File: src/rtl/fir_sequencer_if.sv
// Host/datapath handshake bundle for the FIR control sequencer.
// The sequencer side takes the master modport; the host/datapath side takes the slave modport.
interface fir_sequencer_if;
   logic       dr;
   logic       lc;
   logic       overflow;
   logic [2:0] op;
   logic [3:0] src1;
   logic [3:0] src2;
   logic [3:0] dest;
   logic       modwait;
   logic       cnt_up;
   logic       clear;
   logic       err;

   modport master (
      input  dr, lc, overflow,
      output op, src1, src2, dest, modwait, cnt_up, clear, err
   );

   modport slave (
      output dr, lc, overflow,
      input  op, src1, src2, dest, modwait, cnt_up, clear, err
   );
endinterface

File: src/rtl/fir_sequencer.sv
// Moore control FSM for the FIR datapath: coefficient load on lc, sample shift/MAC on dr.
// Issues one register-file/ALU operation per cycle; a 3-bit tap index walks the taps.
module fir_sequencer #(
   parameter int NTAPS = 4
) (
   input logic           clk,
   input logic           rst,
   fir_sequencer_if.master bus
);
   localparam logic [2:0] OP_NOP   = 3'd0;
   localparam logic [2:0] OP_COPY  = 3'd1;
   localparam logic [2:0] OP_LOAD1 = 3'd2;
   localparam logic [2:0] OP_LOAD2 = 3'd3;
   localparam logic [2:0] OP_ADD   = 3'd4;
   localparam logic [2:0] OP_SUB   = 3'd5;
   localparam logic [2:0] OP_MUL   = 3'd6;

   localparam logic [2:0] NT  = 3'(NTAPS);
   localparam logic [3:0] NT4 = 4'(NTAPS);

   typedef enum logic [3:0] {
      S_IDLE, S_STORE, S_ZERO, S_SHIFT, S_MUL, S_ADD, S_CLOAD, S_WAITC, S_EIDLE
   } state_t;

   state_t     state, state_n;
   logic [2:0] idx, idx_n;
   logic [3:0] idx4;

   assign idx4 = {1'b0, idx};

   always_ff @(posedge clk) begin
      if (rst) begin
         state <= S_IDLE;
         idx   <= 3'd0;
      end else begin
         state <= state_n;
         idx   <= idx_n;
      end
   end

   always_comb begin
      state_n     = state;
      idx_n       = idx;
      bus.op      = OP_NOP;
      bus.src1    = 4'd0;
      bus.src2    = 4'd0;
      bus.dest    = 4'd0;
      bus.modwait = 1'b0;
      bus.cnt_up  = 1'b0;
      bus.clear   = 1'b0;
      bus.err     = 1'b0;
      unique case (state)
         S_IDLE, S_EIDLE: begin
            bus.err = (state == S_EIDLE);
            if (bus.dr) begin
               state_n = S_STORE;
            end else if (bus.lc) begin
               state_n = S_CLOAD;
               idx_n   = 3'd1;
            end
         end
         S_STORE: begin
            bus.op      = OP_LOAD1;
            bus.dest    = 4'd15;
            bus.modwait = 1'b1;
            // a sample is only accepted if dr is still high one cycle later
            state_n     = bus.dr ? S_ZERO : S_EIDLE;
         end
         S_ZERO: begin
            bus.op      = OP_SUB;
            bus.modwait = 1'b1;
            bus.cnt_up  = 1'b1;
            state_n     = S_SHIFT;
            idx_n       = NT;
         end
         S_SHIFT: begin
            bus.op      = OP_COPY;
            bus.dest    = idx4;
            bus.modwait = 1'b1;
            if (idx == 3'd1) begin
               bus.src1 = 4'd15;
               state_n  = S_MUL;
               idx_n    = 3'd1;
            end else begin
               bus.src1 = idx4 - 4'd1;
               idx_n    = idx - 3'd1;
            end
         end
         S_MUL: begin
            bus.op      = OP_MUL;
            bus.src1    = idx4;
            bus.src2    = NT4 + idx4;
            bus.dest    = 4'd13;
            bus.modwait = 1'b1;
            state_n     = S_ADD;
         end
         S_ADD: begin
            bus.op      = OP_ADD;
            bus.src2    = 4'd13;
            bus.modwait = 1'b1;
            if (bus.overflow) begin
               state_n = S_EIDLE;
            end else if (idx < NT) begin
               state_n = S_MUL;
               idx_n   = idx + 3'd1;
            end else begin
               state_n = S_IDLE;
            end
         end
         S_CLOAD: begin
            bus.op      = OP_LOAD2;
            bus.dest    = NT4 + idx4;
            bus.modwait = 1'b1;
            bus.clear   = (idx == 3'd1);
            if (idx < NT) begin
               state_n = S_WAITC;
               idx_n   = idx + 3'd1;
            end else begin
               state_n = S_IDLE;
            end
         end
         S_WAITC: begin
            if (bus.lc) state_n = S_CLOAD;
         end
         default: state_n = S_IDLE;
      endcase
   end
endmodule

File: src/flat_wrapper.sv
// flat-port wrapper written by rule: the top's interface ports become plain ports
module fir_sequencer_flat 
#(
   parameter int NTAPS = 4
)
  (clk, rst, bus_dr, bus_lc, bus_overflow, bus_op, bus_src1, bus_src2, bus_dest, bus_modwait, bus_cnt_up, bus_clear, bus_err);
  fir_sequencer_if bus_i ();
  input logic clk;
  input logic rst;
  input wire logic [$bits(bus_i.dr)-1:0] bus_dr;
  input wire logic [$bits(bus_i.lc)-1:0] bus_lc;
  input wire logic [$bits(bus_i.overflow)-1:0] bus_overflow;
  output wire logic [$bits(bus_i.op)-1:0] bus_op;
  output wire logic [$bits(bus_i.src1)-1:0] bus_src1;
  output wire logic [$bits(bus_i.src2)-1:0] bus_src2;
  output wire logic [$bits(bus_i.dest)-1:0] bus_dest;
  output wire logic [$bits(bus_i.modwait)-1:0] bus_modwait;
  output wire logic [$bits(bus_i.cnt_up)-1:0] bus_cnt_up;
  output wire logic [$bits(bus_i.clear)-1:0] bus_clear;
  output wire logic [$bits(bus_i.err)-1:0] bus_err;
  assign bus_i.dr = bus_dr;
  assign bus_i.lc = bus_lc;
  assign bus_i.overflow = bus_overflow;
  assign bus_op = bus_i.op;
  assign bus_src1 = bus_i.src1;
  assign bus_src2 = bus_i.src2;
  assign bus_dest = bus_i.dest;
  assign bus_modwait = bus_i.modwait;
  assign bus_cnt_up = bus_i.cnt_up;
  assign bus_clear = bus_i.clear;
  assign bus_err = bus_i.err;
  fir_sequencer #(.NTAPS(NTAPS)) u_core (.clk(clk), .rst(rst), .bus(bus_i));
endmodule
File: config.mk
export PLATFORM = sky130hd
export DESIGN_NAME = fir_sequencer_flat
export DESIGN_NICKNAME = d
export VERILOG_FILES = /design/src/rtl/fir_sequencer_if.sv /design/src/rtl/fir_sequencer.sv /design/src/flat_wrapper.sv
export SDC_FILE = /design/constraint.sdc
export NUM_CORES = 1
export LEC_CHECK = 0
export BUFFER_PORTS_ARGS = -buffer_cell sky130_fd_sc_hd__buf_4
export CAP_MARGIN = 20
export CORE_ASPECT_RATIO = 0.9
export CORE_MARGIN = 8
export CORE_UTILIZATION = 40
export CTS_CLUSTER_SIZE = 30
export DETAILED_ROUTE_END_ITERATION = 8
export GPL_ROUTABILITY_DRIVEN = 0
export PLACE_DENSITY_LB_ADDON = 0.1
export SLEW_MARGIN = 5
export SYNTH_ARGS = -nofsm -noshare
export SYNTH_HDL_FRONTEND = slang
export SYNTH_SLANG_ARGS = --single-unit
File: constraint.sdc
create_clock -name clk -period 2.1 [get_ports clk]
set_clock_uncertainty 0.1 [all_clocks]
set_input_delay 0.21 -clock clk [delete_from_list [all_inputs] [get_ports clk]]
set_output_delay 0.21 -clock clk [all_outputs]
set_load 0.02 [all_outputs]
==> impl_metrics.toml, run 1 <==
[timing]
min_period_ns = 1.972
rsz0062_at_grt = "no"
max_freq_ghz = 0.5071
layout_setup_ws_ns = 0.1282
slew_headroom = 0.6730
setup-tns-final_ns = 0
holdWs_ns = 0.1547
worst_pin_slew_ns = 0.4898
finalMaxSlewViolations = 0
hold_viol_final = 0
setup-violations-final = 0
period_share = 0.9390

[layout]
fillers = 240
area_growth_pct = 25.75
layout-drive-gt1-share = 0.2803
seq_area_um2 = 142.6
final_cell_mix = "buf_4 (32), nor2_1 (17), a21oi_1 (16)"
multi_input_area_um2 = 674.4
layout.nets = 166
final_common_cell = "buf_4"
diodes = 0
design_area_mm2 = 0.001155

[setup_path]
end_kind = "output port"
path_class = "flip-flop to output port"
start_kind = "flip-flop"
cp_data_arrival_time_ns = 1.66
cp_max_fo = 7
required_ns = 1.79

[floorplan]
rows = 16
top_level_ports = 24
fp.dieArea_mm2 = 0.004087
die_h_um = 61.46
die_w_um = 66.51
initial_core_util = 0.4209
fp.coreArea_mm2 = 0.002182

[cts]
cts_sinks = 7
cts_tree = "done"
htreeDepth = 1
cts.path.max_buffers = 2
cts-root-buf = "clkbuf_4"
clkTransAtPathRegs_ns = 0.06
clock_latency_ns = 0.27
cts_made_buffers = 3

[synth]
synth_edf_count = 0
ys_warn_count = 0
syn_avg_cell_area_um2 = 7.011
syn-cell-area_um2 = 918.4
synth-seq-cells = 7
yosys.cell_types.count = 44
ys_seq_area_frac = 0.1526
syn_inst = 131
synth_area_leaders = "dfxtp_1 (15%), a21oi_1 (8.7%), nor2_1 (6.9%)"
synthArstFlopShare = 0
synth_top_area_share = 0.1526
synth_ff_type = "dfxtp_1"
syn_nets = 139
synth_top_cell_by_area = "dfxtp_1"

[placed_design]
port_buffers = 23
post-dp-hpwl_um = 2111
preCtsSetupSlack_ns = 0.2062
place_area_mm2 = 0.001110

[route]
route.detailed.drc = 0
viasPerCell = 5.473
dr_wl_met3_um = 178
drt-initial-drc-count = 77
firstDrtPassIters = 4
routed.top_layer = "met4"
wl_per_cell_um = 14.60
drtAntennaViolNets = 0
wl_met2_um = 1245
met1_length_um = 1217
vias = 1007
wirelength_um = 2686

[power]
clkPwrFrac = 0.109
power.share.sequential = 0.203
p_leak_nw = 0.5283
power_density_mw_per_mm2 = 1049
ir_drop_mv = 0.5484
switching_share = 0.5034
power.internal_mw = 0.6015
power_mw = 1.211
p_switching_mw = 0.6098
comb_power_share = 0.688

[flow_run]
max_cap_viol_count = 0

[global_route]
grt_usage = 0.1480
first_global_vias = 981
grt_max_degree = 21
grt_overflow = 0
grt_pass1_wl_um = 4671
antenna_found_initial = 0

[min_path]
hp-class = "input pin to flip-flop"

[status]
outcome = "complete, no violations"
## final timing paths
path	startpoint	endpoint	slack [ns]	cells past startpoint
worst max-delay path	u_core.idx[0]$_SDFFE_PP0P_	bus_src1[1]	0.13	5
worst min-delay path	bus_overflow	u_core.state[3]$_SDFFE_PP0P_	0.15	3
worst max register to register	u_core.idx[1]$_SDFFE_PP0P_	u_core.idx[2]$_SDFFE_PP0P_	0.25	6
worst min register to register	u_core.idx[0]$_SDFFE_PP0P_	u_core.idx[0]$_SDFFE_PP0P_	0.43	2
## state kept, by name, indices dropped and copies added (netlist names)
| register | cells |
|---|---|
| u_core.state | 4 |
| u_core.idx | 3 |
## stage by stage
step             util  instances
4_1_cts        0.5264        184
5_1_grt        0.5292        184
3_5_place_dp   0.5086        179
6_report       0.5292        184
3_3_place_gp   0.5086        179
2_1_floorplan       -        131
## metal layers
layer,vias to the layer above,track usage
met2,23,0.2407
met1,461,0.1775
met3,5,0.04364
met4,0,0.06383
li1,518,-
met5,-,0
## logic make-up (layout without fill, tap and decap cells)
| kind of cell | Yosys count | in the layout | synth area share |
|---|---|---|---|
| flops | 7 | 7 | 0.1526 |
| xor+xnor | 3 | 3 | 0.02862 |
| buf+inv | 18 | 44 | 0.1185 |
| fa+ha+maj | 3 | 3 | 0.04088 |
| mux | 5 | 5 | 0.05586 |
| simple gates | 58 | 58 | 0.3420 |
| compound gates | 37 | 37 | 0.2616 |
## power groups by stage
| stage | clock network [mW] | registers [mW] | logic [mW] |
|---|---|---|---|
| after floorplan | 0 | 0.188 | 0.627 |
| after global placement | 0 | 0.241 | 0.819 |
| after detailed placement | 0 | 0.241 | 0.825 |
| after CTS | 0.135 | 0.240 | 0.829 |
| after global routing | 0.141 | 0.258 | 0.916 |
| final | 0.132 | 0.246 | 0.833 |
## layout make-up
cell class / instances / share of cell area
Clock buffer: 3 / 0.01950
Clock inverter: 1 / 0.004334
Inverter: 7 / 0.02275
Multi-Input combinational cell: 106 / 0.5840
Sequential cell: 7 / 0.1235
Tap cell: 27 / 0.02925
Timing Repair Buffer: 33 / 0.2167
## repair_timing
item                                    CTS  global route
gates resized for setup                   1             2
setup buffers                             0             0
hold endpoints to repair                  1             0
endpoints found under the setup margin    3             4
hold buffers                              1             0
## Yosys cell counts, drive strengths merged, types with 2 or more instances
master,instances
nor2,17
a21oi,16
buf,9
dfxtp,7
inv,7
nand2,7
nor3,6
o21ai,6
nand2b,5
mux2i,4
and2,3
ha,3
nor4,3
xnor2,3
a211oi,2
a221oi,2
and2b,2
clkbuf,2
nand3b,2
nor2b,2
or2,2
or3,2
## critical path: stages, from the launching register on
cell     delay (ns)
dfxtp_2        0.40
inv_1          0.13
ha_1           0.35
a21oi_1        0.09
or2_2          0.27
buf_4          0.16
Note: power is estimated with default switching activity, not from simulation.
==> inputs of run 2 (changes only) <==
- CORE_UTILIZATION: 40 -> 52
==> impl_metrics.toml, run 2 (same netlist as run 1, synthesis figures left out) <==
[setup_path]
end_kind = "output port"
cp_data_arrival_time_ns = 1.72
path_class = "flip-flop to output port"
r2r_slack_ns = 0.12
rr_endpoint = "u_core.idx[2]$_SDFFE_PP0P_"
start_kind = "flip-flop"
reg2reg_depth = 5
required_ns = 1.79
r2r_start = "u_core.idx[0]$_SDFFE_PP0P_"
cp_max_fo = 7

[floorplan]
fp.dieArea_mm2 = 0.003369
die_h_um = 55.87
initial_core_util = 0.5519
top_level_ports = 24
fp.coreArea_mm2 = 0.001664
rows = 14
die_w_um = 60.30

[layout]
largestRegisters = "u_core.state x4, u_core.idx x3"
layout-drive-gt1-share = 0.2614
seq_area_um2 = 142.6
area_growth_pct = 21.66
fin_cells = 177
largest-register = "u_core.state"
fillers = 154
largest_reg_flops = 4
final_common_cell = "buf_4"
layout.nets = 162
final_util = 0.6714
final_cell_mix = "buf_4 (29), nor2_1 (17), a21oi_1 (16)"
design_area_mm2 = 0.001117
multi_input_area_um2 = 674.4
diodes = 0

[route]
wl_per_cell_um = 14.53
drtAntennaViolNets = 0
vias = 1006
wirelength_um = 2572
viasPerCell = 5.684
drt-initial-drc-count = 27
firstDrtPassIters = 4
route.detailed.drc = 0

[cts]
cts_sinks = 7
cts.path.max_buffers = 2
clkTransAtPathRegs_ns = 0.05
cts_made_buffers = 3
hold_buffers = 0
clock_latency_ns = 0.25
cts_tree = "done"
cts-root-buf = "clkbuf_4"
htreeDepth = 1
post-cts-setup-buffer-count = 0

[min_path]
whs_endpoint = "u_core.state[0]$_SDFFE_PP0P_"
holdPathStages = 2
timing.hold.worst.start = "rst"
hp-class = "input pin to flip-flop"

[placed_design]
port_buffers = 23
dp.cells = 173
post-dp-hpwl_um = 1954
preCtsSetupSlack_ns = 0.09172
place_area_mm2 = 0.001084

[timing]
period_share = 0.9666
setup-violations-final = 0
min_period_ns = 2.030
max_freq_ghz = 0.4927
finalMaxSlewViolations = 0
layout_setup_ws_ns = 0.07017
holdWs_ns = 0.01974
hold_viol_final = 0
rsz0062_at_grt = "no"
worst_pin_slew_ns = 0.5666
setup-tns-final_ns = 0
slew_headroom = 0.6217

[flow_run]
max_cap_viol_count = 0

[power]
p_leak_nw = 0.5063
ir_drop_mv = 0.7373
power_density_mw_per_mm2 = 1054
power_mw = 1.178

[status]
outcome = "complete, no violations"

[global_route]
grt_max_degree = 21
antenna_found_initial = 0
first_global_vias = 907
grt_pass1_wl_um = 4195
grt_overflow = 0
grt_usage = 0.1546
## run 2: cell types whose count changed in the layout (fill, tap and decap cells not counted)
cell | previous run | this run
buf_4 | 32 | 29
clkbuf_1 | 0 | 1
clkinv_2 | 1 | 0
dlygate4sd3_1 | 1 | 0
## run 2: critical path, cell delays in order (launching register included)
cell and delay, ns:
dfxtp_1 0.44, inv_1 0.15, ha_1 0.35, a21oi_1 0.09, or2_2 0.28, buf_4 0.16
## run 2: worst max-delay path by stage
| stage | end | slack, ns | depth (start not counted) | start |
|---|---|---|---|---|
| after floorplan | bus_src1[1] | 0.03 | 6 | u_core.state[0]$_SDFFE_PP0P_ |
| after global placement | bus_src1[0] | 0.19 | 4 | u_core.state[0]$_SDFFE_PP0P_ |
| after detailed placement | bus_src1[0] | 0.09 | 4 | u_core.state[0]$_SDFFE_PP0P_ |
| after CTS | bus_src1[0] | 0.07 | 4 | u_core.state[0]$_SDFFE_PP0P_ |
| after global routing | bus_src1[1] | 0.02 | 5 | u_core.idx[0]$_SDFFE_PP0P_ |
| final | bus_src1[1] | 0.07 | 5 | u_core.idx[0]$_SDFFE_PP0P_ |
## run 2: where the power goes
part | internal [mW] | total [mW] | switching [mW]
registers | 0.163 | 0.251 | 0.0871
clock network | 0.0727 | 0.125 | 0.0524
logic | 0.352 | 0.803 | 0.451
## run 2: final cells by class
type,count,share of cell area
clock buffer,4,0.02352
timing repair buffer,29,0.1948
tap,24,0.02688
multi-input combinational,106,0.6036
inverter,7,0.02352
sequential,7,0.1277
## run 2: timing repair
| action | in CTS | in global routing |
|---|---|---|
| endpoints found under the hold margin | 0 | 0 |
| endpoints found under the setup margin | 4 | 2 |
| pin swaps | 0 | 0 |
| resized for setup | 2 | 1 |
## run 2: routing by layer
metal  GRT usage  vias up  part of all wire
li1            -      514                 -
met1      0.1890      451              0.47
met2      0.2439       37              0.43
met3     0.04388        4             0.085
met4     0.05782        0             0.014
met5           0        -                 0
